### src/rtl/cpu_types_pkg.sv
`default_nettype none
// ============================================================================
// Module      : cpu_types_pkg
// Description : Shared core types: machine word and data-memory responder state.
// Revision    : 1.0 - initial release
// ============================================================================
package cpu_types_pkg;
  localparam int WORD_W = 32;

  typedef logic [WORD_W-1:0] word_t;

  typedef enum logic [1:0] {
    IDLE   = 2'd0,
    ACCESS = 2'd1,
    RESP   = 2'd2
  } dresp_state_t;
endpackage
`default_nettype wire

### src/rtl/dmem_responder.sv
`default_nettype none
// ============================================================================
// Module      : dmem_responder
// Description : Data-memory responder between the MEM stage latch and the RAM
//               port; one RAM access per request, single-cycle dhit.
// Revision    : 1.0 - initial release
// ============================================================================
module dmem_responder
  import cpu_types_pkg::*;
#(
  parameter int TIMEOUT_CYCLES = 64,
  parameter int CNT_W          = $clog2(TIMEOUT_CYCLES)
) (
  input  logic        CLK,
  input  logic        RST,
  input  logic        dREN,
  input  logic        dWEN,
  input  word_t       daddr,
  input  word_t       dstore,
  output logic        dhit,
  output word_t       dload,
  output logic        ramREN,
  output logic        ramWEN,
  output word_t       ramaddr,
  output word_t       ramstore,
  input  word_t       ramload,
  input  logic        ramready,
  output logic        err,
  output logic [31:0] hit_count
);

  dresp_state_t     r_state;
  dresp_state_t     w_next_state;
  logic             r_is_write;
  logic [CNT_W-1:0] r_wait_cnt;
  word_t            r_addr;
  word_t            r_store;
  word_t            r_dload;
  logic             r_ram_ren;
  logic             r_ram_wen;
  logic             r_err;
  logic [31:0]      r_hit_count;
  logic             w_req;
  logic             w_timeout;

  assign w_req     = dREN | dWEN;
  assign w_timeout = (r_wait_cnt == CNT_W'(TIMEOUT_CYCLES - 1));

  always_comb begin
    w_next_state = r_state;
    case (r_state)
      IDLE:    if (w_req) w_next_state = ACCESS;
      ACCESS:  if (ramready || w_timeout) w_next_state = RESP;
      RESP:    w_next_state = IDLE;
      default: w_next_state = IDLE;
    endcase
  end

  // A request withdrawn before RESP (pipeline flush) must not see a hit.
  assign dhit = (r_state == RESP) & w_req;

  always_ff @(posedge CLK) begin
    if (RST) begin
      r_state     <= IDLE;
      r_is_write  <= 1'b0;
      r_wait_cnt  <= '0;
      r_addr      <= '0;
      r_store     <= '0;
      r_dload     <= '0;
      r_ram_ren   <= 1'b0;
      r_ram_wen   <= 1'b0;
      r_err       <= 1'b0;
      r_hit_count <= '0;
    end else begin
      r_state <= w_next_state;
      case (r_state)
        IDLE: begin
          if (w_req) begin
            r_is_write <= dWEN;
            r_addr     <= daddr;
            r_store    <= dstore;
            r_wait_cnt <= '0;
            r_ram_ren  <= ~dWEN;
            r_ram_wen  <= dWEN;
          end
        end
        ACCESS: begin
          if (ramready) begin
            if (!r_is_write) r_dload <= ramload;
            r_ram_ren <= 1'b0;
            r_ram_wen <= 1'b0;
          end else if (w_timeout) begin
            r_err     <= 1'b1;
            r_dload   <= '0;
            r_ram_ren <= 1'b0;
            r_ram_wen <= 1'b0;
          end else begin
            r_wait_cnt <= r_wait_cnt + CNT_W'(1);
          end
        end
        RESP: begin
          if (dhit) r_hit_count <= r_hit_count + 32'd1;
        end
        default: ;
      endcase
    end
  end

  assign dload     = r_dload;
  assign ramREN    = r_ram_ren;
  assign ramWEN    = r_ram_wen;
  assign ramaddr   = r_addr;
  assign ramstore  = r_store;
  assign err       = r_err;
  assign hit_count = r_hit_count;

endmodule
`default_nettype wire

### config.mk
export PLATFORM = sky130hd
export DESIGN_NAME = dmem_responder
export DESIGN_NICKNAME = d
export VERILOG_FILES = /design/src/rtl/cpu_types_pkg.sv /design/src/rtl/dmem_responder.sv
export SDC_FILE = /design/constraint.sdc
export NUM_CORES = 1
export LEC_CHECK = 0
export ABC_CLOCK_PERIOD_IN_PS = 5000
export BUFFER_PORTS_ARGS = -buffer_cell sky130_fd_sc_hd__buf_2
export CAP_MARGIN = 0
export CORE_MARGIN = 8
export CORE_UTILIZATION = 50
export DETAILED_ROUTE_END_ITERATION = 16
export GPL_ROUTABILITY_DRIVEN = 1
export PLACE_DENSITY_LB_ADDON = 0.25
export SETUP_SLACK_MARGIN = 0.4
export SLEW_MARGIN = 20
export SYNTH_ARGS = -nofsm -noshare
export SYNTH_HDL_FRONTEND = slang
export SYNTH_SLANG_ARGS = --single-unit
### constraint.sdc
create_clock -name CLK -period 5 [get_ports CLK]
set_input_delay 0.5 -clock CLK [delete_from_list [all_inputs] [get_ports CLK]]
set_output_delay 0.5 -clock CLK [all_outputs]
set_load 0.01 [all_outputs]
==> Word level (Yosys, flattened, before mapping) <==
Index checks and enable logic that the tools add are counted.
{ "totals": {"ff_bits": 140, "input_bits": 101, "output_inout_bits": 132, "wordCells": 52} }
{ "classes": {"addsub": 2, "eq_ne": 9, "muxes": 16, "bitwise_logic": 4, "n_reduce_logical": 11} }
{ "ops": {"columns": ["cell", "n"], "rows": [
  ["$mux W32", 3],
  ["$add A32 B1 Y32 const B", 1],
  ["$mux W6", 3],
  ["$pmux W6 S2", 1],
  ["$ne A2 B2 Y1 const B", 5],
  ["$reduce_and A3 Y1", 3],
  ["$add A6 B1 Y6 const B", 1],
  ["$eq A6 B6 Y1 const B", 1],
  ["$reduce_and A2 Y1", 3],
  ["$mux W1", 4],
  ["$mux W2", 2],
  ["$pmux W1 S2", 2],
  ["$pmux W2 S2", 1],
  ["$reduce_and A4 Y1", 1],
  ["$reduce_bool A2 Y1", 2],
  ["$ne A3 B3 Y1 const B", 1],
  ["$eq A2 B1 Y1 const B", 1],
  ["$eq A2 B2 Y1 const B", 1],
  ["$logic_not A2 Y1", 1],
  ["$not A1 Y1", 2],
  ["$and A1 B1 Y1", 1],
  ["$logic_or A1 B1 Y1", 1],
  ["$or A1 B1 Y1", 1]
]} }

==> Depth between registers and ports, before layout <==
{ "depth": {"word_depth": 4, "mapped_depth": 7, "ltp_nobuf": 6} }

==> Least setup slack after synthesis <==
OpenSTA, ideal clock, no wires.
{ "synth_timing": {"path_kind": "flip-flop to flip-flop", "from": "reg r_hit_count[14], in the netlist hit_count[14]", "to": "reg r_hit_count[30], in the netlist hit_count[30]", "setup_time_ns": 0.070, "arrival_time_ns": 1.634, "required_ns": 4.930, "setup_slack_ns": 3.296, "stages_incl_launch_ff": 6, "n_path_buf": 0, "period_less_slack_ns": 1.704, "path_cell_list": "dfxtp_1 > nand4_4 > nor4_4 > nand4_2 > or3_1 > a21oi_1"} }
{ "synth_between": {"elab_chain_len": 1} }
{ "synth_lines": {"columns": ["element", "line_no", "text"], "rows": [
  ["start: declaration", "dmem_responder.sv:42", "logic [31:0] r_hit_count;"],
  ["start signal: assignment", "dmem_responder.sv:102", "if (dhit) r_hit_count <= r_hit_count + 32'd1;"],
  ["$add A32 B1 Y32", "dmem_responder.sv:102", null]
]} }
Every way passes these cells.
A chain may end at the register's enable or synchronous reset.

==> Worst setup path in the final report <==
{ "layout_timing": {"from": "reg r_hit_count[4], in the netlist hit_count[4]", "to": "reg r_hit_count[29], in the netlist hit_count[29]"} }
The elaborated chain is that of the path after synthesis.

==> results.sh <==
export IMPL_fmax_mhz=432.3
export IMPL_synth_warnings=0
export IMPL_antenna_found_initial=0
export IMPL_netlist_instances=584
export IMPL_crit_path_max_fanout=18
export IMPL_die_x_um=117.5
export IMPL_cts_sinks=140
export IMPL_die_area_um2=13810
export IMPL_drv_cap=0
export IMPL_portBuffers=232
export IMPL_start_util_pct=50.60
export IMPL_ant_nets=0
export IMPL_synth_edf_count=0
export IMPL_cts_hold_buf=0
export IMPL_crit_type="flip-flop to flip-flop"
export IMPL_status="completed"
export IMPL_post_cts_resized=0
export IMPL_final_cells=952
export IMPL_hold_violations=0
export IMPL_setup_viol=0
export IMPL_fin_hold_ws_ps=186.5
export IMPL_critical_path_startpoint_type="flip-flop"
export IMPL_peakVddDrop_mv=0.2771
export IMPL_vias=4925
export IMPL_hp_class="input port to flip-flop"
export IMPL_die_h_um=117.5
export IMPL_ys_flop_type="dfxtp_1"
export IMPL_power_per_cell_area_nw_per_um2=388.6
export IMPL_core_um2=10180
export IMPL_finClkSkew_ps=7.598
export IMPL_numCtsBuffers=17
export IMPL_post_cts_buffers=0
export IMPL_synth_seq_area_share_pct=54.38
export IMPL_overflow=0
export IMPL_end_kind="flip-flop"
export IMPL_antenna_cells=0
export IMPL_path_clk_slew_ps=60
export IMPL_nFillCells=873
export IMPL_tns_ps=0
export IMPL_ctsLongestPathBuffers=2
export IMPL_root_buffer="clkbuf_8"
export IMPL_syn_nets=687
export IMPL_grt_pass1_wl_um=23960
export IMPL_final_max_slew_viol_count=0
export IMPL_min_period_ps=2313
export IMPL_rsz0062_at_grt="no"
export IMPL_async_reset_ff_share_pct=0
export IMPL_p_leak_uw=0.003267
export IMPL_cts_tree="yes"
export IMPL_clock_latency_ps=520
export IMPL_dp_hpwl_um=10540
export IMPL_wirelength_um=14510
export IMPL_io_pin_count=233
export IMPL_wl_per_cell_um=15.24
export IMPL_post_route_util_pct=68.70
export IMPL_arrival_ps=2750
export IMPL_drt_iter0_drc=323
export IMPL_viasPerCell=5.173
export IMPL_finalCritPeriodShare_pct=46.27
export IMPL_syn_to_final_growth_pct=35.76
export IMPL_rows=37
export IMPL_netlist_area_um2=5154
export IMPL_dr_pass1_iters=4
export IMPL_maxSlewHeadroom_pct=32.35
export IMPL_required_ps=5440
export IMPL_postSynthAreaPerCell_um2=8.825
export IMPL_grt_use_total_pct=20.72
export IMPL_cts_max_level=4
export IMPL_placedCellCount=920
export IMPL_synth_seq_cells=140
export IMPL_final_nets=906
export IMPL_grt_start_max_net_pins=111
export IMPL_ys_types=39
export IMPL_max_slew_worst_pin_slew_ps=1009
export IMPL_power_uw=2719
export IMPL_grt_pass1_vias=4992
export IMPL_drive_gt1_share_pct=34.19
export IMPL_gp_congestion=0.8111
export IMPL_route_detailed_drc=0
[cells in the mapped netlist, types with 2 or more instances]
cell type	count	share of area [%]
a21oi_1	76	7.4
a22o_1	33	5.6
a31oi_1	2	0.24
and3_1	2	0.24
and4_1	2	0.34
buf_2	7	0.68
clkbuf_1	28	2.0
dfxtp_1	140	54
ha_1	2	0.49
inv_1	4	0.29
nand2_1	142	10
nand2b_1	3	0.36
nand3_1	9	0.87
nand3b_1	3	0.44
nand4_1	17	2.1
nand4_2	2	0.49
nor2_1	44	3.2
nor3_1	7	0.68
nor3_2	3	0.58
nor4_1	2	0.24
o21ai_0	9	0.87
or3_1	4	0.49
or4_1	2	0.29
xnor2_1	9	1.5
xor2_1	18	3.1
[layout by cell type (no fill, tap or decap), types with 2 or more instances in the layout]
cell        instances
a21oi_1            76
a22o_1             33
a31oi_1             2
and3_1              2
and4_1              2
buf_2             231
buf_4               4
bufinv_16           3
clkbuf_1            3
clkbuf_16          16
clkinv_4            5
clkinvlp_4          3
dfxtp_1           140
ha_1                2
inv_1               4
nand2_1           142
nand2b_1            3
nand3_1             9
nand3b_1            3
nand4_1            17
nand4_2             2
nor2_1             43
nor3_1              5
nor3_2              5
nor4_1              2
o21ai_0             8
or3_1               4
or4_1               2
xnor2_1             9
xor2_1             18
[state kept, by name, summed over array words and instances, names as in the netlist]
name	cells
hit_count	32
ramREN	1
ramaddr	32
ramstore	32
dload	32
r_wait_cnt	6
r_is_write	1
err	1
ramWEN	1
r_state	2
[critical path: stages, from the launching register on]
cell and delay [ps]:
dfxtp_1 430, nand4_1 200, nor3_2 870, nand2_1 220
or3_1 370, a21oi_1 140
[report_power, final]
group	total (uW)	switching [uW]	leakage (uW)	internal (uW)
logic	278	167	0.00185	111
clock network	1240	472	0.000276	765
registers	1200	30.4	0.00114	1170
total	2720	669	0.00327	2050
[final timing paths]
kind	cells after the start	to	startpoint	slack (ps)
hold reg to reg	2	ramstore[5]	ramstore[5]	450
hold / removal	2	dload[0]	ramload[0]	190
setup / recovery	5	hit_count[29]	hit_count[4]	2690
setup reg to reg	5	hit_count[29]	hit_count[4]	2690
[metal layers]
metal  global-route usage, %  routed length, um
met5                       0                  0
met4                   8.567                235
met3                   7.962               1339
met2                   34.69               7084
met1                   23.15               5853
[layout make-up]
type                            count  area [um^2]  area share, %
Tap cell                          136        170.2          2.432
Clock inverter                     12        165.2          2.361
Timing Repair Buffer              236         1197          17.11
Clock buffer                       20        425.4          6.080
Inverter                            4        15.01         0.2146
Sequential cell                   140         2803          40.06
Multi-Input combinational cell    404         2221          31.74
[stage by stage]
step	setup WS (ps)	instance area, um^2
floorplan	3296	5154
global placement	2693	6397
global route	2495	6997
CTS	2712	6988
finish	2687	6997
detailed placement	2623	6397
[cells by family after synthesis]
kind of cell | after synthesis | share of synthesized area, %
DFF | 140 | 54.38
adders and majority gates | 2 | 0.4855
and+or+nand+nor | 250 | 22.51
xor gates and xnor gates | 27 | 4.589
buffers and inverters | 40 | 3.083
muxes | 1 | 0.1942
AOI/OAI and AO/OA | 124 | 14.76
No activity file was read; power rests on OpenSTA's default activity.
